### src/rtl/approx_pipe_adder.sv
// approx_pipe_adder: segmented pipelined adder with optional lower-part-OR approximation
// Ports:
//   clk, rst_n            clock (rising edge), asynchronous active-low reset
//   in_valid, in_ready    operand handshake
//   a, b, cin             operands and carry-in (cin used only in exact mode)
//   approx_en, approx_k   approximate mode enable and number of OR-ed LSBs (clamped to WIDTH)
//   out_valid, out_ready  result handshake
//   sum, cout             result and carry out of the MSB
//   approx_used           result was produced in approximate mode with K>0
//   approx_cnt            saturating count of completed approximate results
module approx_pipe_adder #(
    parameter int WIDTH = 32,
    parameter int SEG_W = 8,
    parameter int KW    = 6
) (
    input  logic             clk,
    input  logic             rst_n,
    input  logic             in_valid,
    output logic             in_ready,
    input  logic [WIDTH-1:0] a,
    input  logic [WIDTH-1:0] b,
    input  logic             cin,
    input  logic             approx_en,
    input  logic [KW-1:0]    approx_k,
    output logic             out_valid,
    input  logic             out_ready,
    output logic [WIDTH-1:0] sum,
    output logic             cout,
    output logic             approx_used,
    output logic [15:0]      approx_cnt
);
    localparam int NUM_SEG = WIDTH / SEG_W;
    localparam logic [KW-1:0] K_MAX = KW'(WIDTH);

    if (WIDTH % SEG_W != 0) begin : g_chk_width
        $error("WIDTH must be a multiple of SEG_W");
    end
    if ((1 << KW) <= WIDTH) begin : g_chk_kw
        $error("KW too narrow to hold WIDTH");
    end

    // One segment of bits starting at absolute bit 'base'. Bits below k are OR-ed;
    // bit k-1 generates the carry injected at bit k, other approximate bits generate none.
    function automatic logic [SEG_W:0] seg_calc(
        input logic [SEG_W-1:0] x,
        input logic [SEG_W-1:0] y,
        input logic             c,
        input int               base,
        input logic [KW-1:0]    k
    );
        logic [SEG_W-1:0] s;
        logic cc;
        int kk;
        int n;
        s  = '0;
        cc = c;
        kk = int'(k);
        for (int i = 0; i < SEG_W; i++) begin
            n = base + i;
            if (n < kk) begin
                s[i] = x[i] | y[i];
                cc   = (n == kk - 1) ? (x[i] & y[i]) : 1'b0;
            end else begin
                s[i] = x[i] ^ y[i] ^ cc;
                cc   = (x[i] & y[i]) | (cc & (x[i] ^ y[i]));
            end
        end
        return {cc, s};
    endfunction

    logic          adv;
    logic [KW-1:0] k_in;
    logic          c_in;

    assign adv      = ~out_valid | out_ready;
    assign in_ready = adv;
    assign k_in     = approx_en ? ((approx_k > K_MAX) ? K_MAX : approx_k) : '0;
    assign c_in     = (k_in == '0) & cin;

    genvar s;
    for (s = 0; s < NUM_SEG; s++) begin : stage
        localparam int LO = s * SEG_W;
        localparam int UP = WIDTH - LO;
        // operand bits still unresolved on entry to this stage
        logic [UP-1:0]       pa, pb;
        logic                pc, pv;
        logic [KW-1:0]       pk;
        logic [SEG_W:0]      r;
        logic [LO+SEG_W-1:0] ns, rs;
        logic                rc, rv;
        logic [KW-1:0]       rk;
        if (s == 0) begin : g_src
            assign pa = a;
            assign pb = b;
            assign pc = c_in;
            assign pv = in_valid;
            assign pk = k_in;
            assign ns = r[SEG_W-1:0];
        end else begin : g_src
            assign pa = stage[s-1].g_op.ra;
            assign pb = stage[s-1].g_op.rb;
            assign pc = stage[s-1].rc;
            assign pv = stage[s-1].rv;
            assign pk = stage[s-1].rk;
            assign ns = {r[SEG_W-1:0], stage[s-1].rs};
        end
        assign r = seg_calc(pa[SEG_W-1:0], pb[SEG_W-1:0], pc, LO, pk);
        always_ff @(posedge clk or negedge rst_n) begin
            if (!rst_n) begin
                rv <= 1'b0;
                rc <= 1'b0;
                rs <= '0;
                rk <= '0;
            end else if (adv) begin
                rv <= pv;
                rc <= r[SEG_W];
                rs <= ns;
                rk <= pk;
            end
        end
        if (s < NUM_SEG - 1) begin : g_op
            logic [UP-SEG_W-1:0] ra, rb;
            always_ff @(posedge clk or negedge rst_n) begin
                if (!rst_n) begin
                    ra <= '0;
                    rb <= '0;
                end else if (adv) begin
                    ra <= pa[UP-1:SEG_W];
                    rb <= pb[UP-1:SEG_W];
                end
            end
        end
    end

    assign out_valid   = stage[NUM_SEG-1].rv;
    assign sum         = stage[NUM_SEG-1].rs;
    assign cout        = stage[NUM_SEG-1].rc;
    assign approx_used = stage[NUM_SEG-1].rv & (|stage[NUM_SEG-1].rk);

    always_ff @(posedge clk or negedge rst_n) begin
        if (!rst_n)
            approx_cnt <= '0;
        else if (out_valid & out_ready & approx_used & (approx_cnt != 16'hFFFF))
            approx_cnt <= approx_cnt + 16'd1;
    end
endmodule

### config.mk
export PLATFORM = sky130hd
export DESIGN_NAME = approx_pipe_adder
export DESIGN_NICKNAME = d
export VERILOG_FILES = /design/src/rtl/approx_pipe_adder.sv
export SDC_FILE = /design/constraint.sdc
export NUM_CORES = 1
export LEC_CHECK = 0
export BUFFER_PORTS_ARGS = -buffer_cell sky130_fd_sc_hd__buf_2
export CAP_MARGIN = 15
export CORE_MARGIN = 3
export CORE_UTILIZATION = 55
export CTS_CLUSTER_DIAMETER = 30
export CTS_CLUSTER_SIZE = 30
export DETAILED_ROUTE_END_ITERATION = 12
export HOLD_SLACK_MARGIN = 0.1
export PLACE_DENSITY = 0.76
export SYNTH_ARGS = -nofsm -noshare
export SYNTH_HDL_FRONTEND = slang
export SYNTH_SLANG_ARGS = --single-unit
### constraint.sdc
create_clock -name clk -period 11.3 [get_ports clk]
set_input_delay 2.26 -clock clk [delete_from_list [all_inputs] [get_ports clk]]
set_output_delay 2.26 -clock clk [all_outputs]
set_load 0.005 [all_outputs]
* Yosys cells after proc, flatten, opt, wreduce, memory -nomap -nowiden
Index checks and enable logic that the tools add are counted.
** Cells by class
- $lt $le $gt $ge :: 33
- Bitwise logic cells :: 199
- Add/subtract/negate cells :: 5
- Muxes and demuxes :: 98
- Equality and inequality tests :: 32
- Reductions and logical operators :: 3
** Operators with widths (count)
- == test 6 x 7 -> 1 bit (first input constant) :: 16
- < comparator 5 x 6 -> 1 bit (first input constant) :: 16
- 2-to-1 mux 1 bit :: 96
- bitwise AND 1 bit :: 69
- OR 1 bit :: 65
- bitwise XOR 1 bit :: 64
- == test 5 x 7 -> 1 bit (first input constant) :: 8
- < comparator 4 x 6 -> 1 bit (first input constant) :: 8
- zero test 32 bit :: 1
- == test 4 x 7 -> 1 bit (first input constant) :: 4
- subtractor 6 x 1 -> 7 bit (second input constant) :: 4
- < comparator 3 x 6 -> 1 bit (first input constant) :: 4
- adder 16 x 1 -> 16 bit (second input constant) :: 1
- inequality test 16 bit (second input constant) :: 1
- == test 3 x 7 -> 1 bit (first input constant) :: 2
- < comparator 1 x 6 -> 1 bit (first input constant) :: 2
- < comparator 2 x 6 -> 1 bit (first input constant) :: 2
- 2-to-1 mux 6 bit :: 2
- == test 2 x 7 -> 1 bit (first input constant) :: 1
- greater-than comparator 6 bit (second input constant) :: 1
- zero test 6 bit :: 1
- OR reduction 6 bit :: 1
- NOT 1 bit :: 1
** Word-level totals
- Bits in registers :: 224
- Logic and storage cells :: 393

* Longest topological paths before layout
- Word-level depth :: 29
- Gate-level depth with buffers :: 26
- Gate-level depth less buffers :: 26

* Worst setup path after synthesis
Ideal clock, no wire load.
- Kind :: in2reg
- Start :: input port approx_en
- End :: register stage[0].rs[7]
- Data arrival time :: 7207 ps
- Slack :: 4015 ps
- Stages on the path :: 24
- Library setup time :: 77 ps
- Path through :: buf_2 -> and2b_1 -> o21ai_0 -> and3_1 -> fa_1 -> a32o_1 -> fa_1 -> nand3_1 -> o41ai_1 -> fa_1 -> nand3_1 -> o21ai_0 -> fa_1 -> nand2_1 -> o21ai_0 -> fa_1 -> a32oi_1 -> fa_1 -> o21ai_0 -> fa_1 -> a32oi_1 -> fa_1 -> mux2_4 -> a21oi_1
** On the way
- Word-level cells in the longest chain between the ends :: 26
** Ends and longest elaborated chain
- start: declaration :: line 23 : input logic approx_en,
- 2-to-1 mux 6 bit (*) :: line 77 : assign k_in = approx_en ? ((approx_k > K_MAX) ? K_MAX : approx_k) : '0;
- branches (longest 24 deep; another with subtractor 6 x 1 -> 7 bit)
- 2-to-1 mux 1 bit (*) :: line 60 : if (n < kk) begin
- end signal: assignment :: line 117 : rs <= ns;
- end: declaration :: line 89 : logic [LO+SEG_W-1:0] ns, rs;
Mark *: on every way between the ends.
A chain may end at the register's enable or synchronous reset.

* Worst setup path in the final report
Ends and elaborated chain as after synthesis.

==> results.cfg <==
[outcome]
status = finished, final reports clean

[clocking]
cts_resized = 0
cts_tree = built
cts_sinks = 224
cts_root_buffer = clkbuf_16
cts_buffers = 45
postCtsSetupBuffers = 0
clkLatencyLatePin_ps = 540
postCtsHoldBufs = 0
clock_path_buffers = 3
clk_pin_slew_worst_paths_ps = 50
ctsHtreeMaxLevel = 2

[sta]
setup_viol = 0
period_share_pct = 64.3
rsz0062_at_grt = false
timing.final.ws_setup_ps = 4030
finalMaxSlewViolations = 0
clock_skew_ps = 29.5
slew_headroom_pct = 35.5
min_period_ps = 7270
hold_violations = 0
tightestPinTransition_ps = 967
whs_ps = 451
max_freq_mhz = 138
fin_tns_setup_ps = 0

[finish]
fin_util_pct = 67.6
diodes = 0
area_growth_pct = 20.4
fin_area_um2 = 13700
layout.cells.non_filler = 1678
final_layout_size_suffix_gt1_share_pct = 16.4
num-nets-final = 1547

[synthesis]
synthesis.nets = 1434
ys_seq_area_share_pct = 49.2
yosys_most_used_dff = dfrtp_1
async_flop_share_pct = 100
netlist_area_um2 = 11400
postSynthAreaPerCell_um2 = 9.03
post-synth-top-area-fraction_pct = 49.2
synth_edf_count = 0
synth.distinct_cells = 57
synth_common_cells = 446 x nand2_1, 224 x dfrtp_1, 81 x inv_1, 71 x o21ai_0
yosys_warnings = 0
synth_seq_cells = 224
syn_inst = 1261
synth.most_common_cell = nand2_1
synth_top_area_cell = dfrtp_1
synth_area_leaders = dfrtp_1 49%, nand2_1 15%, ha_1 7.1%, fa_1 5.6%, o21ai_0 3.1%

[flow_run]
drv_cap = 0

[placed_design]
place.gp.congestion = 0.880
hpwl_mm = 16.3
place_inst = 1597
place_ws_ps = 3570
dpl_cell_area_um2 = 12200
portBuffers = 127

[worst_setup_path]
worstPathArrival_ps = 7710
crit_path_start = approx_en
crit_fanout = 10
required_ps = 11740
cp-end-kind = flop
rrSetupSlack_ps = 5620
path_class = in2reg
start_kind = input port
crit_path_end = stage[0].rs[7]
r2r-end = stage[2].rs[23]
r2r-start = stage[1].rk[1]
reg2regPathDepth = 19

[detailed_routing]
drt_iter0_drc = 664
drc = 0
post_drt_wl_per_cell_um = 14.7
wirelength_mm = 24.7
postRouteAntennaNets = 0
drtPass1Iterations = 5
num_vias = 8656
via_per_inst = 5.16

[die]
top_level_ports = 128
dieArea_um2 = 22500
dieWidth_um = 150
die-height_um = 150
coreArea_um2 = 20300
placement_rows = 52
initial_core_util_pct = 56.1

[global_route]
grt_pass1_wl_mm = 41.7
first_global_vias = 8456
track_usage_pct = 22.7
grt_start_max_net_pins = 107
antenna_found_initial = 0
gr-total-overflow = 0

[power_and_ir_drop]
leakage_nw = 7.12
power_mw = 3.75
p_per_area_nw_per_um2 = 273
vdd_drop_max_mv = 0.142

[min_path]
min_path_type = reg2reg
routing by layer:
layer | part of all wire, % | GRT usage (%) | vias to the layer above | routed length [µm]
met5 | 0 | 0 | - | 0
met4 | 1.7 | 6.18 | 0 | 425
met3 | 6.4 | 4.42 | 38 | 1570
met2 | 45 | 34.0 | 235 | 11100
met1 | 47 | 34.1 | 4132 | 11600
li1 | - | - | 4251 | -
report_power, final:
part           internal, mW  switching (mW)
Clock                 0.877           0.442
Combinational         0.426           0.643
Sequential             1.12           0.239
logic make-up (layout without fill, tap and decap cells):
group / Yosys count / after routing / synth area share [%]
AND/OR/NAND/NOR: 588 / 588 / 21.0
flip-flops: 224 / 224 / 49.2
AO/OA/AOI/OAI: 170 / 170 / 8.91
buffers and inverters: 148 / 295 / 5.11
adder cells (fa/ha/maj): 97 / 97 / 12.8
multiplexers: 18 / 18 / 1.75
XOR/XNOR: 16 / 16 / 1.23
state kept, by name, indices dropped and copies added (netlist names):
signal,flops
stage.rk,24
stage.rc,3
sum,32
approx_cnt,16
out_valid,1
cout,1
stage.rs,48
stage.rv,3
stage.g_op.rb,48
stage.g_op.ra,48
layout by cell type, fill, tap and decap left out, types with 5 or more instances in the layout:
cell | synthesis | final
a21oi_1 | 48 | 48
a31oi_1 | 9 | 9
a32o_1 | 10 | 10
and2_1 | 6 | 6
and3_1 | 8 | 8
buf_2 | 3 | 126
buf_4 | 2 | 6
clkbuf_16 | 0 | 45
clkbuf_8 | 0 | 7
clkinv_4 | 0 | 5
dfrtp_1 | 224 | 224
fa_1 | 32 | 32
ha_1 | 65 | 65
inv_1 | 81 | 80
inv_6 | 0 | 7
mux2_2 | 5 | 5
mux2i_1 | 9 | 9
nand2_1 | 446 | 446
nand2b_1 | 5 | 5
nand3_1 | 18 | 18
nand4_1 | 7 | 7
nor2_1 | 65 | 64
nor2b_1 | 6 | 6
o21ai_0 | 71 | 71
or2_2 | 5 | 5
xnor2_1 | 10 | 10
xor2_1 | 6 | 6
worst max-delay path: stages:
cell	delay, ps
buf_2	190
and2b_1	270
o21ai_0	220
and3_1	250
fa_1	350
a32o_1	240
fa_1	370
nand3_1	80
o41ai_1	100
fa_1	360
nand3_1	60
o21ai_0	100
fa_1	360
nand2_1	70
o21ai_0	100
fa_1	370
a32oi_1	190
fa_1	200
o21ai_0	120
fa_1	380
a32oi_1	210
fa_1	450
mux2_4	270
a21oi_1	130
final cells by class:
cell class              count  area [µm²]
fillers                  1612        6590
repair buffers            133         691
multi-input cells         889        5210
flip-flops and latches    224        5610
inverters                  81         309
clock buffers              55        1230
clock inverters            26         329
well taps                 270         338
how the worst min path moves through the flow:
stage                         start              endpoint  depth (start not counted)
2_1_floorplan           stage[2].rv           stage[2].rv                          2
3_3_place_gp                sum[11]               sum[11]                          2
3_5_place_dp                sum[19]               sum[19]                          2
4_1_cts        stage[0].g_op.ra[23]  stage[1].g_op.ra[15]                          2
5_1_grt                 stage[2].rv             out_valid                          1
6_report       stage[0].g_op.ra[23]  stage[1].g_op.ra[15]                          2
No activity file was read; power rests on OpenSTA's default activity.
